===== src/rtl/instr_encoder.sv =====
// instr_encoder: packs MIPS R/I/J field sets into 32-bit words, tags each
// legal word with a running byte address and queues it in a small FIFO.
// Illegal field sets are accepted and dropped, and they raise a sticky err.
module instr_encoder #(
   parameter int                ADDR_W    = 32,
   parameter logic [ADDR_W-1:0] BASE_ADDR = '0,
   parameter int                DEPTH     = 4
) (
   input  logic                     clk,
   input  logic                     rst_n,
   input  logic                     in_valid,
   output logic                     in_ready,
   input  logic [1:0]               fmt,
   input  logic [5:0]               opcode,
   input  logic [4:0]               rs,
   input  logic [4:0]               rt,
   input  logic [4:0]               rd,
   input  logic [4:0]               shamt,
   input  logic [5:0]               funct,
   input  logic [15:0]              immediate,
   input  logic [25:0]              target,
   input  logic                     flush,
   output logic                     out_valid,
   input  logic                     out_ready,
   output logic [31:0]              out_instr,
   output logic [ADDR_W-1:0]        out_addr,
   output logic [$clog2(DEPTH):0]   count,
   output logic                     err
);

   localparam int PTR_W = $clog2(DEPTH);
   localparam int CNT_W = PTR_W + 1;

   logic [31:0]       mem_instr_q [DEPTH];
   logic [31:0]       mem_instr_d [DEPTH];
   logic [ADDR_W-1:0] mem_addr_q  [DEPTH];
   logic [ADDR_W-1:0] mem_addr_d  [DEPTH];
   logic [PTR_W-1:0]  wr_ptr_q, wr_ptr_d;
   logic [PTR_W-1:0]  rd_ptr_q, rd_ptr_d;
   logic [CNT_W-1:0]  count_q, count_d;
   logic [ADDR_W-1:0] addr_cnt_q, addr_cnt_d;
   logic              err_q, err_d;

   logic [31:0] word;
   logic        legal;
   logic        full;
   logic        accept;
   logic        push;
   logic        pop;

   // Field packing and legality check for the presented field set.
   always_comb begin
      word  = '0;
      legal = 1'b0;
      case (fmt)
         2'b00: begin
            word  = {6'b000000, rs, rt, rd, shamt, funct};
            legal = 1'b1;
         end
         2'b01: begin
            word  = {opcode, rs, rt, immediate};
            legal = (opcode != 6'b000000);
         end
         2'b10: begin
            word  = {opcode, target};
            legal = (opcode == 6'b000010) || (opcode == 6'b000011);
         end
         default: begin
            word  = '0;
            legal = 1'b0;
         end
      endcase
   end

   // Handshake decode; in_ready looks only at registered occupancy so a
   // same-cycle pop never opens a slot while full.
   always_comb begin
      full      = (count_q == CNT_W'(DEPTH));
      in_ready  = !full && !flush;
      accept    = in_valid && in_ready;
      push      = accept && legal;
      out_valid = (count_q != '0);
      pop       = out_valid && out_ready;
      out_instr = out_valid ? mem_instr_q[rd_ptr_q] : '0;
      out_addr  = out_valid ? mem_addr_q[rd_ptr_q] : '0;
      count     = count_q;
      err       = err_q;
   end

   // Next-state for FIFO storage, pointers, address counter and err; flush wins.
   always_comb begin
      mem_instr_d = mem_instr_q;
      mem_addr_d  = mem_addr_q;
      wr_ptr_d    = wr_ptr_q;
      rd_ptr_d    = rd_ptr_q;
      count_d     = count_q;
      addr_cnt_d  = addr_cnt_q;
      err_d       = err_q;
      if (flush) begin
         wr_ptr_d   = '0;
         rd_ptr_d   = '0;
         count_d    = '0;
         addr_cnt_d = BASE_ADDR;
         err_d      = 1'b0;
      end else begin
         if (push) begin
            mem_instr_d[wr_ptr_q] = word;
            mem_addr_d[wr_ptr_q]  = addr_cnt_q;
            wr_ptr_d              = wr_ptr_q + PTR_W'(1);
            addr_cnt_d            = addr_cnt_q + ADDR_W'(4);
         end
         if (accept && !legal) begin
            err_d = 1'b1;
         end
         if (pop) begin
            rd_ptr_d = rd_ptr_q + PTR_W'(1);
         end
         case ({push, pop})
            2'b10:   count_d = count_q + CNT_W'(1);
            2'b01:   count_d = count_q - CNT_W'(1);
            default: count_d = count_q;
         endcase
      end
   end

   // State registers; reset discards any buffered words.
   always_ff @(posedge clk or negedge rst_n) begin
      if (!rst_n) begin
         for (int i = 0; i < DEPTH; i++) begin
            mem_instr_q[i] <= '0;
            mem_addr_q[i]  <= '0;
         end
         wr_ptr_q   <= '0;
         rd_ptr_q   <= '0;
         count_q    <= '0;
         addr_cnt_q <= BASE_ADDR;
         err_q      <= 1'b0;
      end else begin
         mem_instr_q <= mem_instr_d;
         mem_addr_q  <= mem_addr_d;
         wr_ptr_q    <= wr_ptr_d;
         rd_ptr_q    <= rd_ptr_d;
         count_q     <= count_d;
         addr_cnt_q  <= addr_cnt_d;
         err_q       <= err_d;
      end
   end

endmodule

===== config.mk =====
export PLATFORM = sky130hd
export DESIGN_NAME = instr_encoder
export DESIGN_NICKNAME = d
export VERILOG_FILES = /design/src/rtl/instr_encoder.sv
export SDC_FILE = /design/constraint.sdc
export NUM_CORES = 1
export LEC_CHECK = 0
export ABC_CLOCK_PERIOD_IN_PS = 3100
export CAP_MARGIN = 20
export CORE_ASPECT_RATIO = 2
export CORE_MARGIN = 2
export CORE_UTILIZATION = 60
export DETAILED_ROUTE_END_ITERATION = 12
export DONT_BUFFER_PORTS = 1
export PLACE_DENSITY = 0.77
export SLEW_MARGIN = 20
export SYNTH_ARGS = -nofsm -noshare
export SYNTH_HDL_FRONTEND = slang
export SYNTH_SLANG_ARGS = --single-unit

===== constraint.sdc =====
create_clock -name clk -period 3.1 [get_ports clk]
set_input_delay 0.31 -clock clk [delete_from_list [all_inputs] [get_ports clk]]
set_output_delay 0.31 -clock clk [all_outputs]
set_load 0.01 [all_outputs]

==> results.sh <==
export IMPL_wl_per_cell_um=20.4
export IMPL_globalRouteOverflowTotal=0
export IMPL_drtIter0Drc=448
export IMPL_grt_pass1_vias=9049
export IMPL_gp_congestion=0.765
export IMPL_clk_pin_slew_ns=0.07
export IMPL_hold_violations=286
export IMPL_violations="negative hold slack"
export IMPL_cap_viol_max_count=0
export IMPL_num_vias=8569
export IMPL_drive_above_1_share_pct=22.1
export IMPL_fin_skew_ns=0.0154
export IMPL_synth_area_leaders="dfrtp_1 53%, mux4_2 10%, mux2_2 9.7%"
export IMPL_final_common_cell="dfrtp_1"
export IMPL_cp_arrival_ns=2.27
export IMPL_final_max_slew_viol_count=0
export IMPL_dr_pass1_iters=4
export IMPL_p_total_uw=8870
export IMPL_hold_ws_ns=-0.515
export IMPL_setup_viol=0
export IMPL_cts_tree="yes"
export IMPL_areaGrowthSynthToFinish_pct=7.91
export IMPL_die_area_mm2=0.0237
export IMPL_num_antenna_cells=0
export IMPL_worstMarginPinSlew_ns=0.703
export IMPL_synth_seq_cells=286
export IMPL_crit_type="reg -> out"
export IMPL_rr_worst_depth=7
export IMPL_slew_headroom_pct=53.0
export IMPL_synth_edff_count=0
export IMPL_yosysTopAreaCell="dfrtp_1"
export IMPL_cts_root_buf="clkbuf_16"
export IMPL_cts_sinks=286
export IMPL_die_h_um=216
export IMPL_rows=77
export IMPL_start_util_pct=60.8
export IMPL_r2r_end="count[2]$_DFFE_PN0P_"
export IMPL_fin_util_pct=65.7
export IMPL_cp_max_fo=34
export IMPL_end_kind="output port"
export IMPL_vias_per_cell=6.14
export IMPL_grt_total_usage_pct=25.5
export IMPL_fin_crit_sh_pct=83.2
export IMPL_fin_tns_setup_ns=0
export IMPL_yosys_area_top_type_share_pct=53.3
export IMPL_syn_avg_cell_area_um2=11.7
export IMPL_antenna_left=0
export IMPL_cts_resized=0
export IMPL_outcome="finished with violations"
export IMPL_cp_required_ns=2.79
export IMPL_seq_area_frac_synth_pct=53.3
export IMPL_max_freq_mhz=388
export IMPL_cts_buffers=24
export IMPL_io_buffers=0
export IMPL_cellPowerDensity_mw_per_mm2=612
export IMPL_synth_main_ff_cell="dfrtp_1"
export IMPL_cts_path_max_buffers=3
export IMPL_synth_distinct_cells=40
export IMPL_yosys_warnings=0
export IMPL_grt_pass1_wl_um=47200
export IMPL_htreeDepth=1
export IMPL_regToRegStartpoint="count[0]$_DFFE_PN0P_"
export IMPL_most_common_layout_cells="284 x dfrtp_1, 160 x nand2_1, 141 x o21ai_0"
export IMPL_wl_um=28500
export IMPL_cts_hold_buf=2
export IMPL_rsz0062_at_grt="no"
export IMPL_cp_start_kind="flip-flop"
export IMPL_die_w_um=110
export IMPL_hp_class="in -> async"
export IMPL_ir_drop_mv=1.10
export IMPL_fin_crit_ns=2.58
export IMPL_leakagePower_uw=0.00654
export IMPL_synth_async_reset_ratio_pct=100
export IMPL_postCtsSetupRepairBufs=0
export IMPL_floorplan_io_pins=151
export IMPL_hpwl_um=18100
export IMPL_syn_area_mm2=0.0134
export IMPL_final_net_count=1190
export IMPL_r2r_setup_slack_ns=0.52
export IMPL_antenna_found_initial=0
export IMPL_drc=0
export IMPL_fp_coreArea_mm2=0.0221
export IMPL_synth_cells=1147
export IMPL_grt_start_max_net_pins=287
export IMPL_clk_latency_ns=0.53
-- synthesized netlist by cell type, types with 2 or more instances --
master / n
a21oi_1: 41
a22oi_1: 2
and2_1: 63
and3_1: 11
and4_1: 4
buf_1: 2
buf_2: 42
buf_4: 4
clkbuf_1: 42
dfrtp_1: 286
ha_1: 5
inv_1: 9
mux2_2: 116
mux2i_1: 18
mux4_2: 62
nand2_1: 160
nand2b_1: 3
nand3_1: 19
nand4_1: 6
nor2_1: 40
nor2b_1: 5
nor4_1: 10
o21ai_0: 141
o31ai_1: 9
or3_1: 7
or4_1: 9
xnor2_1: 13
xor2_1: 6
-- per-stage QoR --
step	area (µm²)	cells	worst slack, ns	hold slack [ns]
finish	14500	1396	0.520	-0.515
global route	14500	1396	0.317	-0.532
CTS	14500	1396	0.456	-0.533
detailed placement	13600	1351	0.466	0.0249
global placement	13600	1351	0.469	0.0259
floorplan	13400	1148	0.738	0.0144
-- cell families (layout without fill, tap and decap cells) --
kind of cell | count (synthesis) | in the layout | synth area share [%]
flip-flops | 286 | 286 | 53.3
adder cells (fa/ha/maj) | 6 | 6 | 0.615
AND/OR/NAND/NOR | 343 | 343 | 12.4
multiplexers | 196 | 196 | 21.5
buffers and inverters | 101 | 73 | 3.39
other | 1 | 2 | 0.0279
AO/OA/AOI/OAI | 195 | 195 | 7.51
XOR/XNOR | 19 | 19 | 1.24
-- worst max path at each step --
stage	start	end	depth (start not counted)
after detailed placement	opcode[2]	addr_cnt_q[30]$_DFFE_PN0N_	5
after floorplan	opcode[2]	count[2]$_DFFE_PN0P_	8
after global routing	count[0]$_DFFE_PN0P_	count[2]$_DFFE_PN0P_	7
after CTS	rd_ptr_q[0]$_DFFE_PN0P_	out_addr[8]	3
after global placement	opcode[2]	addr_cnt_q[18]$_DFFE_PN0N_	5
final	rd_ptr_q[0]$_DFFE_PN0P_	out_instr[26]	3
-- metal layers --
| layer | share of wire (%) | GRT usage [%] |
|---|---|---|
| met5 | 0 | 0 |
| met3 | 4.4 | 4.26 |
| met2 | 53 | 43.7 |
| met4 | 2.9 | 9.24 |
| met1 | 39 | 32.3 |
-- state kept, by name, summed over array words and instances, names as in the netlist --
signal,cells
rd_ptr_q,2
wr_ptr_q,2
count,3
addr_cnt_q,30
mem_instr_q,128
mem_addr_q,120
err,1
-- power breakdown --
| part | internal [µW] | switching [µW] |
|---|---|---|
| clock network | 1830 | 1320 |
| registers | 3990 | 186 |
| logic | 680 | 861 |
| total | 6500 | 2360 |
-- critical path: stages, from the launching register on --
cell and delay, ns:
dfrtp_4 0.59, buf_12 0.32, mux4_2 0.60, and2_1 0.22
-- layout make-up --
class	instances	area, µm²
inverters	9	33.8
fillers	1659	7580
flip-flops and latches	286	7160
multi-input cells	761	5870
repair buffers	21	248
clock inverters	6	80.1
clock buffers	37	751
well taps	276	345
No activity file was read; power rests on OpenSTA's default activity.
